==> src/rtl/tx_mac_arbiter.sv <==
`default_nettype none
// ============================================================================
// Module      : tx_mac_arbiter
// Description : Two-port frame-locked round-robin AXI-Stream arbiter feeding
//               a single tx_mac, with per-port completed-frame counters.
// Revision    : 1.0 - initial release
// ============================================================================
module tx_mac_arbiter #(
  parameter int DATA_WIDTH = 32,
  parameter int KEEP_WIDTH = DATA_WIDTH/8,
  parameter int CNT_WIDTH  = 16
) (
  input  logic                  i_clk,
  input  logic                  i_reset_n,

  input  logic [DATA_WIDTH-1:0] s0_axis_tdata,
  input  logic [KEEP_WIDTH-1:0] s0_axis_tkeep,
  input  logic                  s0_axis_tvalid,
  input  logic                  s0_axis_tlast,
  output logic                  s0_axis_trdy,

  input  logic [DATA_WIDTH-1:0] s1_axis_tdata,
  input  logic [KEEP_WIDTH-1:0] s1_axis_tkeep,
  input  logic                  s1_axis_tvalid,
  input  logic                  s1_axis_tlast,
  output logic                  s1_axis_trdy,

  output logic [DATA_WIDTH-1:0] m_axis_tdata,
  output logic [KEEP_WIDTH-1:0] m_axis_tkeep,
  output logic                  m_axis_tvalid,
  output logic                  m_axis_tlast,
  input  logic                  m_axis_trdy,

  output logic [1:0]            o_grant,
  output logic [CNT_WIDTH-1:0]  o_frame_cnt0,
  output logic [CNT_WIDTH-1:0]  o_frame_cnt1
);

  localparam logic [1:0] IDLE   = 2'd0;
  localparam logic [1:0] GRANT0 = 2'd1;
  localparam logic [1:0] GRANT1 = 2'd2;

  localparam logic [CNT_WIDTH-1:0] CNT_ONE = {{(CNT_WIDTH-1){1'b0}}, 1'b1};

  logic [1:0]           state;
  logic [1:0]           state_nxt;
  logic                 rr_ptr;
  logic                 last_xfer;
  logic [1:0]           grant;
  logic [CNT_WIDTH-1:0] frame_cnt0;
  logic [CNT_WIDTH-1:0] frame_cnt1;

  assign last_xfer = m_axis_tvalid & m_axis_trdy & m_axis_tlast;

  always_ff @(posedge i_clk) begin
    if (!i_reset_n) begin
      state <= IDLE;
    end else begin
      state <= state_nxt;
    end
  end

  // Leaving a grant only on a completed tlast beat makes the grant frame-locked
  // and forces an IDLE cycle between any two frames.
  always_comb begin
    state_nxt = state;
    case (state)
      IDLE: begin
        if (s0_axis_tvalid && s1_axis_tvalid) begin
          state_nxt = rr_ptr ? GRANT1 : GRANT0;
        end else if (s0_axis_tvalid) begin
          state_nxt = GRANT0;
        end else if (s1_axis_tvalid) begin
          state_nxt = GRANT1;
        end else begin
          state_nxt = IDLE;
        end
      end
      GRANT0:  state_nxt = last_xfer ? IDLE : GRANT0;
      GRANT1:  state_nxt = last_xfer ? IDLE : GRANT1;
      default: state_nxt = IDLE;
    endcase
  end

  always_comb begin
    m_axis_tdata  = '0;
    m_axis_tkeep  = '0;
    m_axis_tvalid = 1'b0;
    m_axis_tlast  = 1'b0;
    s0_axis_trdy  = 1'b0;
    s1_axis_trdy  = 1'b0;
    case (state)
      GRANT0: begin
        m_axis_tdata  = s0_axis_tdata;
        m_axis_tkeep  = s0_axis_tkeep;
        m_axis_tvalid = s0_axis_tvalid;
        m_axis_tlast  = s0_axis_tlast;
        s0_axis_trdy  = m_axis_trdy;
      end
      GRANT1: begin
        m_axis_tdata  = s1_axis_tdata;
        m_axis_tkeep  = s1_axis_tkeep;
        m_axis_tvalid = s1_axis_tvalid;
        m_axis_tlast  = s1_axis_tlast;
        s1_axis_trdy  = m_axis_trdy;
      end
      default: ;
    endcase
  end

  always_ff @(posedge i_clk) begin
    if (!i_reset_n) begin
      rr_ptr     <= 1'b0;
      frame_cnt0 <= '0;
      frame_cnt1 <= '0;
    end else if (last_xfer) begin
      if (state == GRANT0) begin
        rr_ptr     <= 1'b1;
        frame_cnt0 <= frame_cnt0 + CNT_ONE;
      end else begin
        rr_ptr     <= 1'b0;
        frame_cnt1 <= frame_cnt1 + CNT_ONE;
      end
    end
  end

  // Decoded from the next state so the registered grant lines up with state.
  always_ff @(posedge i_clk) begin
    if (!i_reset_n) begin
      grant <= 2'b00;
    end else begin
      case (state_nxt)
        GRANT0:  grant <= 2'b01;
        GRANT1:  grant <= 2'b10;
        default: grant <= 2'b00;
      endcase
    end
  end

  assign o_grant      = grant;
  assign o_frame_cnt0 = frame_cnt0;
  assign o_frame_cnt1 = frame_cnt1;

endmodule
`default_nettype wire
==> config.mk <==
export PLATFORM = sky130hd
export DESIGN_NAME = tx_mac_arbiter
export DESIGN_NICKNAME = d
export VERILOG_FILES = /design/src/rtl/tx_mac_arbiter.sv
export SDC_FILE = /design/constraint.sdc
export NUM_CORES = 1
export LEC_CHECK = 0
export CAP_MARGIN = 20
export CORE_AREA = 2 2 62 108
export CTS_BUF_LIST = sky130_fd_sc_hd__clkbuf_8 sky130_fd_sc_hd__clkbuf_16
export CTS_CLUSTER_SIZE = 12
export DETAILED_ROUTE_END_ITERATION = 8
export DIE_AREA = 0 0 64 110
export PLACE_DENSITY = 0.91
export SLEW_MARGIN = 40
export SYNTH_ARGS = -nofsm -noshare
export SYNTH_HDL_FRONTEND = slang
export SYNTH_SLANG_ARGS = --single-unit
==> constraint.sdc <==
create_clock -name i_clk -period 3.1 [get_ports i_clk]
set_input_delay 0.62 -clock i_clk [delete_from_list [all_inputs] [get_ports i_clk]]
set_output_delay 0.62 -clock i_clk [all_outputs]
set_load 0.02 [all_outputs]
Word level (Yosys, flattened, before mapping). Index checks and enable logic that the tools add are counted. W data, S select, Z words.

Register bits: 37. Input bits: 79. Output and inout bits: 74. Word-level logic and storage cells: 33.

Add/sub/neg operators: 2. Eq/ne operators: 4. Muxes and demuxes: 15. Bitwise logic cells: 3. Reductions and logical operators: 4.

Operators by type and width (count): $pmux W32 S2 (1); $add A16 B1 Y16 const B (2); $mux W2 (5); $pmux W4 S2 (1); $pmux W2 S3 (1); $eq A2 B1 Y1 const B (2); $eq A2 B2 Y1 const B (2); $mux W1 (4); $pmux W1 S2 (2); $pmux W2 S2 (1); $reduce_and A2 Y1 (2); $and A1 B1 Y1 (2); $logic_not A2 Y1 (1); $logic_and A1 B1 Y1 (1); $not A1 Y1 (1).

Depth between registers and ports, before layout. Gate-level depths: netlist of run 1.

Depth after elaboration: 8. Gate-level depth with buffers: 8. Depth with buffers taken out: 6.

Least setup slack after synthesis of run 1. Ideal clock, no wire load.

Kind: flip-flop to output port. Start: register state[0]. End: output m_axis_tdata[13]. Arrival time: 1.659 ns. Data required time: 2.480 ns. Path slack: 0.821 ns. Stages on the path, launching flop included: 8. Buffers on the path: 3. Cells stage by stage: dfxtp_1 inv_1 ha_1 buf_4 clkbuf_1 clkbuf_1 a22oi_1 nor2b_1.

Cells in the longest elaborated chain, start to end: 2. Elaborated cells between the ends (all ways): 3. Classes of those cells: eq/ne: 2; mux: 1.

Ends and longest elaborated chain: start: declaration (RTL line 45) `logic [1:0] state;`; start signal: assignment (RTL line 59) `state <= state_nxt;`; $eq A2 B2 Y1 or $eq A2 B1 Y1 (tied branches) (RTL line 92) `case (state)`; $pmux W32 S2 (*) (RTL line 92); end: declaration (RTL line 28) `output logic [DATA_WIDTH-1:0] m_axis_tdata,`.

Mark *: on every way between the ends. The rest lies on a longest branch, timed or not.

Final worst setup path of run 1.
Start: register state[1]. End: output m_axis_tdata[14].

The elaborated chain is that of the path after synthesis.

==> impl_summary.md, run 1 <==
Drt
After the first detailed-routing iteration, the DRC count stood at 265. The routed length per instance is 15.7 um. Summing over every cut layer, the via total after detailed routing is 2922.

The average vias per placed instance is 5.56. The detailed-routing iteration count for the pre-antenna-repair pass is 4. The post-detailed-route DRC marker count is 0. The topmost layer with routed signal wires is met4. Summed over all nets, wire length on met3 after detailed routing comes to 658 um. The routed design has 8.25 mm of wire.

The number of nets with antenna violations after detailed routing is 0. The wire length the detailed router placed on met1 is 3.14 mm. In the detailed route, the total length drawn on met2 is 4.35 mm.

Floorplanning
153 I/O pins were placed. The floorplan die width is 64 um. The starting density of the core is 0.389. The die covers 7040 um^2. From bottom edge to top edge, the die measures 110 um.

After floorplanning, the core was divided into 38 placement rows. The area of the core region is 6130 um^2.

Cells and area
The fraction of final layout cells with drive strength greater than 1 is 0.0404. The layout has 510 filler cells. The most common cell after layout, fill and taps aside is clkdlybuf4s50_1. The number of antenna diodes in the final layout is 0. At the end of the flow the core is filled with cells to 0.660. In the layout the commonest cells are 152 x clkdlybuf4s50_1, 37 x a22oi_1, 37 x nor2b_1, 37 x dfxtp_1, 20 x nand2_1. The relative area change from synthesis to final layout is 69.5%. The final net count is 530.

Clock tree
The TritonCTS clock tree is done. The post-CTS setup buffer count is 0. The number of clock sinks is 37. After clock tree synthesis, the clock-pin slew on the worst setup and hold paths is 70 ps. Counting along the longest clock path gives a buffer depth of 2. The number of cells upsized or downsized after cts is 0. The later pin in the worst-skew pair is clocked with a latency of 300 ps. The count of H-tree levels built during CTS is 2. Buffers inserted during clock tree synthesis total 5.

The root cell of the clock tree is clkbuf_8. The number of hold buffers added after cts is 0.

Critical path
The number of cells on the worst reg-to-reg path is 7. On the worst path, the slowest cell contributes a delay of 620 ps. The number of buffer and inverter instances along the worst setup path is 3. STA classifies the critical path endpoint as an output pin. The category of cells accounting for the largest share of critical-path delay is buffers and inverters. The launch point of the worst path is state[1]. The reg-to-reg critical path endpoint is o_frame_cnt0[11]. The critical path launch point type is a flip-flop. Following the worst setup path forward leads to its endpoint at m_axis_tdata[14]. The worst flop-to-flop path startpoint is state[0]. The classification of the worst setup path is flip-flop to output pin. Data on the critical path is required at its endpoint by 2480 ps. The biggest fanout along the worst timing path is 23. Traced cell by cell, the critical path runs through inv_1 -> ha_1 -> buf_4 -> a22oi_1 -> nor2b_1 -> clkdlybuf4s50_1. The critical path crosses 6 cells after its start point. Among all stages on the critical path, the largest delay is contributed by clkdlybuf4s50_1. The data arrival time of the worst path is 2260 ps.

Setup slack on the worst reg-to-reg path comes out at 380 ps.

Pwr
The cell area power density is 301 nW/um^2. The cell leakage power is 0.00127 uW. After layout, the design draws a total of 1220 uW.

The worst-case IR drop observed on VDD is 187 uV.

Logic synthesis
The biggest area contributor in the post-synthesis netlist is dfxtp_1. Of the post-synthesis cell area, the dominant cell type holds 0.310. Sorting the synthesized cells by area gives the leading types as dfxtp_1 31%, a22oi_1 12%, nor2b_1 9.7%, a21oi_1 4.0%, or4_1 3.5%. The number of distinct standard cells referenced by the synthesized netlist is 39. Of the total synthesized cell area, the portion taken by AND, OR, NAND and NOR gates is 0.330. The compound-gate portion of the synthesized area is 0.232. The share of flip-flops with an asynchronous set or reset is 0. The mapped netlist covers 2390 um^2. After synthesis, the mean cell area works out to 7.93 um^2. The count of state elements after synthesis is 37. For this run, the number of Yosys warnings is 0. The largest family of logic cells by synthesized area is simple AND/OR/NAND/NOR gates. The mux share of post-synthesis cell area is 0.0126.

Of the total synthesized cell area, the portion taken by XOR and XNOR cells is 0.0330. The adder-cell share of the synthesized area is 0.0314. In the synthesized netlist, the number of instances is 301. The part of the Yosys area used for sequential elements is 0.310.

For this run, the leading register cell type out of synthesis is dfxtp_1. The number of flops mapped to enable cells by yosys is 0. The number of nets handed over by synthesis was 386.

Global routing
The total overflow left after global routing is 0. The initial antenna violation count is 0. The global router's overall resource usage is 0.238. The maximum number of pins on one net before global-route repair is 39. The first global-routing pass estimated 13.3 mm of wire.

The via count of the first global-routing pass is 2900.

STA
On the final layout, the worst clock skew is 7.62 ps. Based on the critical path, the design can be clocked at up to 347 MHz. In the finished design, the share of the clock period the worst path needs comes to 0.929.

The count of pins over their slew limit was 0. The worst path needs 2880 ps of the cycle, external delays included. The final setup violation count is 0. The worst relative slew slack is 0.672. Setup repair after global routing left no endpoint under its margin. After routing, the total negative slack on setup checks comes to 0 ps. The number of failing hold endpoints at the final stage is 0.

For the pin with the worst max-slew slack, the measured transition is 491 ps.

Placed design
The total of buffers placed on input and output ports is 152. At the end of routability-driven placement, the weighted congestion stood at 0.829. The final HPWL from detailed placement is 6.40 mm.

Run
The count of maximum capacitance violations is 0.

Worst hold path
The path class of the tightest hold or removal check is flip-flop to flip-flop.

Status
The run finished with clean final reports.
[state kept, by name (all words and copies together), names as in the netlist]
signal / flops
state: 2
rr_ptr: 1
o_frame_cnt0: 16
o_grant: 2
o_frame_cnt1: 16
[layer usage]
metal,up-vias,GRT usage
met3,10,0.0528
met4,0,0.0761
met1,1364,0.273
met5,-,0
li1,1398,-
met2,150,0.431
[synthesized netlist by cell type, types with 3 or more instances]
master / number
a21oi_1: 19
a22oi_1: 37
and2_1: 5
and4_1: 3
clkbuf_1: 18
dfxtp_1: 37
ha_1: 6
inv_1: 6
mux2i_1: 3
nand2_1: 20
nand2b_1: 4
nand3_1: 11
nand4_1: 6
nor2_1: 12
nor2b_1: 37
nor3_1: 4
nor4_1: 5
o21ai_0: 10
o31ai_1: 9
or3_1: 9
or4_1: 11
xnor2_1: 7
[where the power goes]
| group | switching, uW | leakage (uW) | internal [uW] | total, uW |
|---|---|---|---|---|
| Sequential | 4.50 | 0.000299 | 480 | 485 |
| Clock | 178 | 0.0000491 | 153 | 331 |
| Combinational | 185 | 0.000924 | 218 | 403 |
[how the worst min path moves through the flow]
stage	startpoint	to	slack, ps	cells after the start
after floorplan	rr_ptr	rr_ptr	450	2
after CTS	o_frame_cnt1[15]	o_frame_cnt1[15]	480	2
final	o_frame_cnt1[15]	o_frame_cnt1[15]	480	2
after global placement	o_frame_cnt1[15]	o_frame_cnt1[15]	460	2
after detailed placement	o_frame_cnt1[15]	o_frame_cnt1[15]	470	2
after global routing	o_frame_cnt1[15]	o_frame_cnt1[15]	520	2
[final cells by class]
type | count | area, um^2 | share of cell area
repair buffers | 159 | 1570 | 0.389
clock inverters | 3 | 13.8 | 0.00340
inverters | 7 | 26.3 | 0.00649
clock buffers | 5 | 68.8 | 0.0170
flip-flops and latches | 37 | 741 | 0.183
multi-input cells | 235 | 1520 | 0.377
well taps | 80 | 100 | 0.0247
[worst register-to-register path: stages (launching register included)]
cell,delay [ps]
dfxtp_1,380
inv_1,80
ha_1,310
buf_4,300
nand2_1,300
or4_4,570
or4_1,560
a21oi_1,160
[metrics by stage]
stage	instances	hold WS, ps	setup WS (ps)	instance area (um^2)
CTS	526	481	205	4050
global route	526	521	39.3	4050
finish	526	475	220	4050
detailed placement	518	471	309	3970
global placement	518	460	331	3970
floorplan	301	454	821	2390
[logic make-up after synthesis]
kind of cell / Yosys count
buffers and inverters: 29
DFF: 37
and+or+nand+nor: 135
muxes: 3
AOI/OAI and AO/OA: 82
xor gates and xnor gates: 9
adders and majority gates: 6
Note: power is estimated with default switching activity, not from simulation.
==> run 2: changes to the inputs <==
- HOLD_SLACK_MARGIN: unset -> 0.15
==> results of run 2 <==
Final layout, timing and power as in run 1 (identical DEF).
